[src/rtl/count_seq_monitor.sv]
// count_seq_monitor
// Watches the output of an upstream 3-bit up counter and decides whether it
// is stepping cleanly. After LOCK_LEN consecutive good increments the monitor
// declares LOCKED. While locked it counts 7->0 wraps and flags any sequence
// break as an error, then drops back to SYNC to reacquire.
//
// Ports:
//   clk         rising-edge clock for all state
//   reset       synchronous, active-high reset
//   count_in    3-bit count value from the upstream counter
//   sample_en   count_in is valid and sampled on this edge
//   clr_err     synchronous clear of err and err_count
//   locked      high while the FSM is in LOCKED
//   wrap_pulse  one-cycle pulse after each accepted 7->0 step while LOCKED
//   wrap_count  saturating count of wrap_pulse events
//   err         sticky flag, set on a sequence break while LOCKED
//   err_count   saturating count of sequence breaks while LOCKED
//   state       FSM state: IDLE=0, SYNC=1, LOCKED=2

module count_seq_monitor #(
    parameter int LOCK_LEN = 4,
    parameter int CNT_W    = 8
) (
    input  logic             clk,
    input  logic             reset,
    input  logic [2:0]       count_in,
    input  logic             sample_en,
    input  logic             clr_err,
    output logic             locked,
    output logic             wrap_pulse,
    output logic [CNT_W-1:0] wrap_count,
    output logic             err,
    output logic [CNT_W-1:0] err_count,
    output logic [1:0]       state
);

    typedef enum logic [1:0] {
        IDLE   = 2'd0,
        SYNC   = 2'd1,
        LOCKED = 2'd2
    } state_t;

    localparam logic [3:0]       LOCK_LEN_C = 4'(LOCK_LEN);
    localparam logic [CNT_W-1:0] CNT_MAX    = '1;
    localparam logic [CNT_W-1:0] CNT_ONE    = {{(CNT_W-1){1'b0}}, 1'b1};

    state_t           state_q, state_d;
    logic [2:0]       prev_q, prev_d;
    logic [3:0]       good_cnt_q, good_cnt_d;
    logic             locked_q, locked_d;
    logic             wrap_pulse_q, wrap_pulse_d;
    logic [CNT_W-1:0] wrap_count_q, wrap_count_d;
    logic             err_q, err_d;
    logic [CNT_W-1:0] err_count_q, err_count_d;

    logic             is_good;
    logic             is_hold;
    logic [3:0]       good_inc;

    // Classification of the current sample against the previous one; the
    // 3-bit add wraps naturally so 7 followed by 0 counts as a good step.
    assign is_good  = (count_in == prev_q + 3'd1);
    assign is_hold  = (count_in == prev_q);
    assign good_inc = good_cnt_q + 4'd1;

    // Next-state and next-output logic. clr_err is applied first so that a
    // simultaneous LOCKED error overrides it and leaves err_count at one.
    // wrap_pulse defaults low every cycle, which keeps it a single-cycle pulse
    // even when sample_en is idle.
    always_comb begin
        state_d      = state_q;
        prev_d       = prev_q;
        good_cnt_d   = good_cnt_q;
        wrap_pulse_d = 1'b0;
        wrap_count_d = wrap_count_q;
        err_d        = err_q;
        err_count_d  = err_count_q;

        if (clr_err) begin
            err_d       = 1'b0;
            err_count_d = '0;
        end

        if (sample_en) begin
            prev_d = count_in;
            case (state_q)
                IDLE: begin
                    good_cnt_d = 4'd0;
                    state_d    = SYNC;
                end
                SYNC: begin
                    if (is_good) begin
                        good_cnt_d = good_inc;
                        if (good_inc == LOCK_LEN_C) begin
                            state_d = LOCKED;
                        end
                    end else if (!is_hold) begin
                        good_cnt_d = 4'd0;
                    end
                end
                LOCKED: begin
                    if (is_good) begin
                        if (prev_q == 3'd7) begin
                            wrap_pulse_d = 1'b1;
                            if (wrap_count_q != CNT_MAX) begin
                                wrap_count_d = wrap_count_q + CNT_ONE;
                            end
                        end
                    end else if (!is_hold) begin
                        err_d      = 1'b1;
                        good_cnt_d = 4'd0;
                        state_d    = SYNC;
                        if (err_count_d != CNT_MAX) begin
                            err_count_d = err_count_d + CNT_ONE;
                        end
                    end
                end
                default: begin
                    state_d = IDLE;
                end
            endcase
        end

        locked_d = (state_d == LOCKED);
    end

    // State and output registers; reset overrides every other input.
    always_ff @(posedge clk) begin
        if (reset) begin
            state_q      <= IDLE;
            prev_q       <= 3'd0;
            good_cnt_q   <= 4'd0;
            locked_q     <= 1'b0;
            wrap_pulse_q <= 1'b0;
            wrap_count_q <= '0;
            err_q        <= 1'b0;
            err_count_q  <= '0;
        end else begin
            state_q      <= state_d;
            prev_q       <= prev_d;
            good_cnt_q   <= good_cnt_d;
            locked_q     <= locked_d;
            wrap_pulse_q <= wrap_pulse_d;
            wrap_count_q <= wrap_count_d;
            err_q        <= err_d;
            err_count_q  <= err_count_d;
        end
    end

    assign state      = state_q;
    assign locked     = locked_q;
    assign wrap_pulse = wrap_pulse_q;
    assign wrap_count = wrap_count_q;
    assign err        = err_q;
    assign err_count  = err_count_q;

endmodule

[config.mk]
export PLATFORM = sky130hd
export DESIGN_NAME = count_seq_monitor
export DESIGN_NICKNAME = d
export VERILOG_FILES = /design/src/rtl/count_seq_monitor.sv
export SDC_FILE = /design/constraint.sdc
export NUM_CORES = 1
export LEC_CHECK = 0
export CORE_ASPECT_RATIO = 1.4
export CORE_MARGIN = 1.5
export CORE_UTILIZATION = 40
export CTS_CLUSTER_DIAMETER = 80
export CTS_CLUSTER_SIZE = 10
export DETAILED_ROUTE_END_ITERATION = 16
export DONT_BUFFER_PORTS = 1
export PLACE_DENSITY = 0.63
export SYNTH_ARGS = -nofsm -noshare
export SYNTH_HDL_FRONTEND = slang
export SYNTH_SLANG_ARGS = --single-unit
[constraint.sdc]
create_clock -name clk -period 5.85 [get_ports clk]
set_input_delay 0.585 -clock clk [delete_from_list [all_inputs] [get_ports clk]]
set_output_delay 0.585 -clock clk [all_outputs]
set_load 0.03 [all_outputs]
; ---- Word level (Yosys, flattened, before mapping)
; Cells that the tools add are included.
[totals]
inputBits = 7
reg_bits = 28
output_inout_bits = 21
word_cells = 52
[classes]
reduce_logical = 5
bitwise = 3
addsub = 4
muxes = 22
eq_ne = 10
[op_table]
columns = op, n
row1 = $mux W8, 6
row2 = $add A8 B1 Y8 const B, 2
row3 = $ne A8 B8 Y1 const B, 2
row4 = $mux W4, 3
row5 = $pmux W4 S3, 1
row6 = $mux W2, 5
row7 = $eq A3 B3 Y1, 2
row8 = $mux W1, 6
row9 = $pmux W2 S3, 1
row10 = $reduce_and A5 Y1, 1
row11 = $add A4 B1 Y4 const B, 1
row12 = $eq A2 B2 Y1 const B, 2
row13 = $eq A4 B3 Y1 const B, 1
row14 = $reduce_or A4 Y1, 1
row15 = $add A3 B1 Y3 const B, 1
row16 = $eq A3 B3 Y1 const B, 1
row17 = $not A1 Y1, 3
row18 = $reduce_and A3 Y1, 1
row19 = $reduce_bool A3 Y1, 1
row20 = $eq A2 B1 Y1 const B, 1
row21 = $logic_not A2 Y1, 1
row22 = $ne A2 B2 Y1 const B, 1

; ---- Logic depth before layout (Yosys ltp)
; Gate-level depths: netlist of run 1.
[logic_depth]
ltp_word = 7
depth_mapped = 9
ltp_nobuf = 7

; ---- Worst setup path before layout of run 1
; OpenSTA, ideal clock, no wires.
[synth_timing]
path_kind = input port to flip-flop
from = input port clr_err
to = register err_count_q[1] (netlist: err_count[1])
arrival_time_ns = 2.109
stages = 7
setup_time_ns = 0.128
required_ns = 5.722
setup_slack_ns = 3.613
n_path_buf = 0
cell_sequence = nor2b_1 > ha_1 > nand3_1 > or4b_2 > nand4_2 > mux2i_1 > nor2_1
[synth_between]
elab_chain_len = 7
elab_cells_between_ends = 8
classes_between = add/sub (1) / eq/ne (1) / mux (6)
[synth_rtl]
columns = item, line_no
row1 = "start, declared", 28  ; input logic clr_err,
row2 = $mux W8 (*), 79  ; if (clr_err) begin
row3 = $add A8 B1 Y8 / $ne A8 B8 Y1 (equally long branches), "114, 113"
row4 = $mux W8, 113  ; if (err_count_d != CNT_MAX) begin
row5 = $mux W8, 109  ; end else if (!is_hold) begin
row6 = $mux W8, 102  ; if (is_good) begin
row7 = $mux W8, 86  ; case (state_q)
row8 = $mux W8 (*), 84  ; if (sample_en) begin
row9 = "end signal, assigned", 146  ; err_count_q <= err_count_d;
row10 = "end, declared", 54  ; logic [CNT_W-1:0] err_count_q, err_count_d;
; Every way passes the cells marked *; elsewhere a longest branch is shown, timed or not.
; A chain may end at the register's enable or synchronous reset.

; ---- Final worst setup path of run 1
[layout_timing]
from = register err_count_q[0] (netlist: err_count[0])
to = register err_count_q[5] (netlist: err_count[5])
[layout_between]
elab_chain_len = 7
elab_cells_between_ends = 8
classes_between = add/sub (1) / eq/ne (1) / mux (6)
[layout_rtl]
columns = item, line_no
row1 = $mux W8 (*), 79
row2 = $add A8 B1 Y8 / $ne A8 B8 Y1 (equally long branches), "114, 113"
row3 = $mux W8 (*), 113
row4 = $mux W8 (*), 109
row5 = $mux W8 (*), 102
row6 = $mux W8 (*), 86
row7 = $mux W8 (*), 84
; Marked as above.

==> results of run 1 <==
cell families (layout without fill, tap and decap cells):
group	Yosys count	count (layout)	share of synthesized area
and+or+nand+nor	87	87	0.299
muxes	6	6	0.0376
buffers and inverters	14	10	0.0491
adders and majority gates	9	9	0.0691
xor gates and xnor gates	16	16	0.0860
DFF	28	28	0.344
AOI/OAI and AO/OA	31	31	0.115
worst min-delay path by stage:
stage | start | end | cells past startpoint
2_1_floorplan | good_cnt_q[1] | good_cnt_q[1] | 2
3_3_place_gp | good_cnt_q[1] | good_cnt_q[1] | 2
4_1_cts | reset | err_count[5] | 1
5_1_grt | reset | wrap_count[1] | 1
6_report | reset | err_count[7] | 1
3_5_place_dp | good_cnt_q[1] | good_cnt_q[1] | 2
stage by stage:
stage | instances | utilization | instance area (um^2) | power, mW | hold slack [ns]
after floorplan | 191 | - | 1630 | 0.230 | 0.467
after global placement | 226 | 0.415 | 1630 | 0.232 | 0.475
after detailed placement | 226 | 0.415 | 1630 | 0.232 | 0.491
after CTS | 230 | 0.433 | 1700 | 0.388 | 0.349
after global routing | 230 | 0.433 | 1700 | 0.400 | 0.331
final | 230 | 0.433 | 1700 | 0.383 | 0.357
power by group:
part           internal (mW)  switching, mW
registers              0.193        0.00483
logic                 0.0129         0.0169
clock network         0.0917         0.0637
routing by layer:
layer | routed length, um | track usage | share of wire
met5 | 0 | 0 | 0
met4 | 37 | 0.0791 | 0.012
met3 | 121 | 0.0478 | 0.038
met2 | 1630 | 0.260 | 0.51
met1 | 1410 | 0.170 | 0.44
cell type report:
cell class / instances / area [um^2]
fill: 394 / 2220
sequential: 28 / 561
clock buffer: 3 / 41.3
multi-input combinational: 149 / 990
tap: 43 / 53.8
clock inverter: 1 / 30.0
inverter: 6 / 22.5
synthesized netlist by cell type, drive strengths merged:
| cell type | number |
|---|---|
| a2111o | 1 |
| a211oi | 3 |
| a21o | 1 |
| a21oi | 11 |
| a22o | 1 |
| a22oi | 1 |
| a31oi | 2 |
| and2 | 1 |
| and4 | 3 |
| buf | 2 |
| clkbuf | 6 |
| dfxtp | 28 |
| ha | 9 |
| inv | 6 |
| mux2 | 1 |
| mux2i | 5 |
| nand2 | 12 |
| nand2b | 3 |
| nand3 | 12 |
| nand3b | 2 |
| nand4 | 6 |
| nor2 | 22 |
| nor2b | 6 |
| nor3 | 9 |
| nor3b | 3 |
| nor4 | 4 |
| o21ai | 9 |
| o22a | 1 |
| o311ai | 1 |
| or3 | 2 |
| or4 | 1 |
| or4b | 1 |
| xnor2 | 11 |
| xor2 | 5 |
registers in the layout, indices dropped and copies added, names as in the netlist:
signal / cells
prev_q: 3
wrap_count: 8
wrap_pulse: 1
locked: 1
good_cnt_q: 4
err: 1
err_count: 8
state: 2
==> run metrics, run 1 <==
CTS max path bufs 2; Setup Skew 0.00781 ns; Slew headroom 0.670; Warnings, synthesis 0; final setup vio count 0; CTS clk-pin slew, worst paths 0.10 ns; CP bufs+invs 0; effective utilization at floorplan 0.416; period utilization 0.411; Final Wtd Congestion 0.767; worst r2r src err_count[0]; dpl hpwl 2.33 mm; cts-stage hold buffer count 0; die span in x 57.0 um; syn_nets 207; Pleak 0.579 nW; post-synthesis cell area 1630 um^2; PD cells 225 nW/um^2; arrival time worst endpoint 2.62 ns; port bufs 0; worst setup margin 3.45 ns; total setup buffers inserted after CTS 0; CTS tree built; dpl ws 3.46 ns; final hold violation count 0; Critical Path Start Type register; CP max-delay cell or4b_2; RSZ-0062 raised after global routing no; CP Data Required Time 6.07 ns; Max VDD drop 0.170 mV; Die Ht 78.5 um; r2r setup slk 3.45 ns; Cells after Synth 191; # clock sinks 28; share of cells above drive strength 1 0.0642; largest net degree at the start of global routing 28; Crit. End Element register; post_cts resized 0; GRT Util Overall 0.154; Synth top area share 0.344; Vias 1291; first-pass GRT wire length 5.49 mm; sequential area share after synthesis 0.344; worst-path fanout max 8; Critical Path Start err_count[0]; CTS Buf Count 3; antenna cells 0; drt drc 0; global route total overflow 0; Setup TNS Final 0 ns; routed length per instance 13.9 um; Stages on worst setup path 7; FF-to-FF path depth 7; max incr delay on CP 0.67 ns; Yosys top cell by area dfxtp_1; WS Path Type reg -> reg; number of max-cap violations 0; status completed; initial drt markers 56; top post-synthesis cells by area dfxtp_1 34%, ha_1 6.9%, xnor2_1 5.9%, nor2_1 5.1%, nand3_1 3.7%; Peak Freq 416 MHz; worst slew pin tran 0.495 ns; Routed WL 3.21 mm; Min-Delay Path Class in -> reg; CP top delay family simple AND/OR/NAND/NOR gates; crit path cell chain nor2b_1 -> ha_1 -> nand3_1 -> or4b_2 -> nand4_2 -> o311ai_0 -> a21oi_1; final slew viol count 0; Ports 28; vias per inst 5.61; Final ANT Viol Nets 0; syn avg cell area 8.54 um^2; Synth cell types 41; DRT Pass-1 Iters 4; Critical Path End err_count[5]; Cell Rows 27; area of the die 4470 um^2; area delta synth->final 4.14%; clk_lat worst skew 0.28 ns; core area 3920 um^2; initial antenna violation count 0; commonest non-fill, non-tap cells in the layout 28 x dfxtp_1, 22 x nor2_1, 12 x nand3_1, 12 x nand2_1; Critical R2R Capture err_count[5]; htree depth 1; vias in the first global route 1228; min cycle time layout 2.40 ns; CTS root buffer clkbuf_8; fin nets 204; post-synthesis sequential element count 28; leading cell type in the layout, fill and taps excluded dfxtp_1
(Power assumes the default switching activity.)
==> inputs of run 2 (changes only) <==
--- a/config.mk
+++ b/config.mk
@@ -5,6 +5,7 @@
 export SDC_FILE = /design/constraint.sdc
 export NUM_CORES = 1
 export LEC_CHECK = 0
+export ABC_AREA = 1
 export CORE_ASPECT_RATIO = 1.4
 export CORE_MARGIN = 1.5
 export CORE_UTILIZATION = 40
@@ -12,7 +13,7 @@
 export CTS_CLUSTER_SIZE = 10
 export DETAILED_ROUTE_END_ITERATION = 16
 export DONT_BUFFER_PORTS = 1
-export PLACE_DENSITY = 0.63
+export PLACE_DENSITY = 0.65
 export SYNTH_ARGS = -nofsm -noshare
 export SYNTH_HDL_FRONTEND = slang
 export SYNTH_SLANG_ARGS = --single-unit
==> constraint.sdc (replaced) <==
create_clock -name clk -period 2.1 [get_ports clk]
set_input_delay 0.21 -clock clk [delete_from_list [all_inputs] [get_ports clk]]
set_output_delay 0.21 -clock clk [all_outputs]
set_load 0.03 [all_outputs]
==> run 2 against run 1 <==
Compared with the run above: the flow now finishes with violations (DRC); synthesized cell count grew 28%; via count grew 19%; critical path depth is the same; sequential power grew to 2.7 times the previous value; critical endpoint is now wrap_count[6].
==> run metrics, run 2 <==
first-pass GRT wire length 5.98 mm (+8.9%); WS Path Type reg -> reg; # clock sinks 28 (unchanged); syn_nets 261 (+26%); top post-synthesis cells by area dfxtp_1 33%, nand2_1 13%, inv_1 7.8%, a21oi_1 6.8%, ha_1 6.7%; leading cell type in the layout, fill and taps excluded nand2_1; P_sw 241 uW (+180%); Synth cell types 29 (-29%); most common cell in the synthesized netlist nand2_1; CP dominant cell by count ha_1; CP top delay family simple AND/OR/NAND/NOR gates; final hold violation count 0 (unchanged); worst-path fanout max 12 (+4); violated checks DRC; CTS root buffer clkbuf_8; port bufs 0 (unchanged); worst slew pin tran 0.497 ns (+0.00243 ns); CTS clk-pin slew, worst paths 0.10 ns (about the same); Post-synth EDFFs 0 (unchanged); Vias 1540 (+19%); share of cells above drive strength 1 0.122 (+0.0575); CP max-delay cell dfxtp_1; area of the die 4620 um^2 (+3.2%); max incr delay on CP 0.34 ns (-0.33 ns); Peak Freq 540 MHz (+30%); drt drc 3 (+3); arrival time worst endpoint 2.07 ns (-0.55 ns); antenna cells 0 (unchanged); final slew viol count 0 (unchanged); clock network power share 0.396 (-0.010); Warnings, synthesis 0 (unchanged); Critical Path Start Type register; CTS max path bufs 2 (unchanged); Post-synth ARST share 0 (unchanged); htree depth 1 (unchanged); Die Ht 79.8 um (+1.6%); fin nets 280 (+37%); sequential share of power 0.506 (-0.010); number of max-cap violations 0 (unchanged); vias in the first global route 1484 (+21%); clk_lat worst skew 0.27 ns (about the same); core area 3990 um^2 (+1.7%); Final Core Density 0.483 (+0.0501); post_cts resized 0 (unchanged); Post-synth top cells 59 x nand2_1, 35 x inv_1, 28 x dfxtp_1; Post-synth top flop dfxtp_1; Switching Fraction 0.226 (+0.00251); Min-Delay Path Class in -> reg; Stages on worst setup path 7 (unchanged); Ports 28 (unchanged); post-synthesis cell area 1690 um^2 (+3.4%); total power 1.07 mW (+180%); vias per inst 5.03 (-10%); Routed WL 3.46 mm (+8.1%); post-synthesis sequential element count 28 (unchanged); Slew headroom 0.668 (-0.00153); min cycle time layout 1.85 ns (-0.550 ns); crit path cell chain ha_1 -> ha_1 -> xor2_1 -> nor2_4 -> nand3_4 -> or2_0 -> a21oi_1; Worst Hold Slack 0.0190 ns (-0.338 ns); Pleak 0.863 nW (+49%); CP bufs+invs 0 (unchanged); effective utilization at floorplan 0.423 (+0.00676); commonest non-fill, non-tap cells in the layout 59 x nand2_1, 35 x inv_1, 28 x dfxtp_1; final setup vio count 0 (unchanged); Final ANT Viol Nets 0 (unchanged); Gate power share 0.098 (+0.020); Int Power 827 uW (+180%); period utilization 0.882 (+0.471); CTS tree built; worst setup margin 0.247 ns (-3.20 ns); CP Data Required Time 2.31 ns (-3.76 ns); hold-critical path depth 1 (unchanged); dpl hpwl 2.68 mm (+15%); global route total overflow 0 (unchanged); RSZ-0062 raised after global routing no; Setup TNS Final 0 ns (unchanged); Crit. End Element register; Max VDD drop 0.333 mV (+96%); total setup buffers inserted after CTS 0 (unchanged); Synth top area share 0.333 (-0.0112); Setup Skew 0.00204 ns (-0.00576 ns); FF-to-FF path depth 7 (unchanged); GRT Util Overall 0.161 (+0.00692); syn avg cell area 6.88 um^2 (-19%); die span in x 57.9 um (+1.6%); initial drt markers 51 (-8.9%); largest net degree at the start of global routing 17 (-39%); routed length per instance 11.3 um (-19%); Cell Rows 27 (unchanged); DRT Pass-1 Iters 10 (+6); status complete, but fails checks; CTS Buf Count 3 (unchanged); PD cells 554 nW/um^2 (+150%); Cells after Synth 245 (+28%); Final Wtd Congestion 0.798 (+4.0%); area delta synth->final 14.3%; Fillers 405 (+2.8%); initial antenna violation count 0 (unchanged); sequential area share after synthesis 0.333 (-0.0112); Yosys top cell by area dfxtp_1; dpl ws 0.258 ns (-3.20 ns)
[run 2: cell count changes in the layout (fill, tap and decap cells not counted), moves of 4 or more]
cell	before	now
nand3_1	12	16
inv_1	6	35
xnor2_1	11	1
nor2b_1	6	0
nor3_1	8	2
a21oi_1	11	23
buf_4	0	14
inv_2	0	4
nand2_1	12	59
mux2i_1	5	0
[run 2: path summary, 6_finish.rpt]
check	start	to	slack (ns)
setup / recovery	prev_q[0]	wrap_count[6]	0.25
hold / removal	sample_en	prev_q[1]	0.02
setup reg to reg	prev_q[0]	wrap_count[6]	0.25
hold reg to reg	good_cnt_q[3]	good_cnt_q[3]	0.50
[run 2: per-stage QoR]
step | area [um^2] | instances
final | 1930 | 306
after global routing | 1930 | 306
after CTS | 1920 | 305
after detailed placement | 1830 | 299
after global placement | 1830 | 299
after floorplan | 1690 | 245
[run 2: area by class of cell]
class | count | area [um^2] | area share
timing repair buffer | 17 | 135 | 0.0701
inverter | 39 | 146 | 0.0760
tap | 43 | 53.8 | 0.0279
multi-input combinational | 175 | 960 | 0.498
sequential | 28 | 561 | 0.291
clock inverter | 1 | 30.0 | 0.0156
clock buffer | 3 | 41.3 | 0.0214
[run 2: power by group through the flow]
stage / Combinational, mW / Clock (mW) / Sequential (mW)
2_1_floorplan: 0.0786 / 0 / 0.557
3_3_place_gp: 0.0959 / 0 / 0.553
3_5_place_dp: 0.0977 / 0 / 0.553
4_1_cts: 0.104 / 0.440 / 0.541
5_1_grt: 0.119 / 0.463 / 0.541
6_report: 0.105 / 0.423 / 0.541
[run 2: cells by family (layout without fill, tap and decap cells)]
logic type	count (synthesis)	in the layout	share of synthesized area
AO/OA/AOI/OAI	36	36	0.108
adder cells (fa/ha/maj)	9	9	0.0668
XOR/XNOR	7	7	0.0408
AND/OR/NAND/NOR	123	123	0.353
buffers and inverters	42	60	0.0980
flip-flops	28	28	0.333
[run 2: per-layer routing]
layer / GRT usage / up-vias / part of all wire / routed length [um]
met5: 0 / - / 0 / 0
met4: 0.0628 / 0 / 0.0087 / 30
li1: - / 829 / - / -
met1: 0.173 / 690 / 0.43 / 1480
met3: 0.0259 / 2 / 0.036 / 125
met2: 0.302 / 19 / 0.53 / 1830
[run 2: worst reg2reg max path, stage by stage (launching register included)]
cell and delay (ns):
dfxtp_1 0.34, ha_1 0.20, ha_1 0.33, xor2_1 0.19
nor2_4 0.22, nand3_4 0.17, or2_0 0.23, a21oi_1 0.11
[run 2: what timing repair did]
| action | 4_1_cts | 5_1_grt |
|---|---|---|
| endpoints found under the hold margin | 9 | 1 |
| hold buffers | 2 | 1 |
| endpoints found under the setup margin | 0 | 0 |
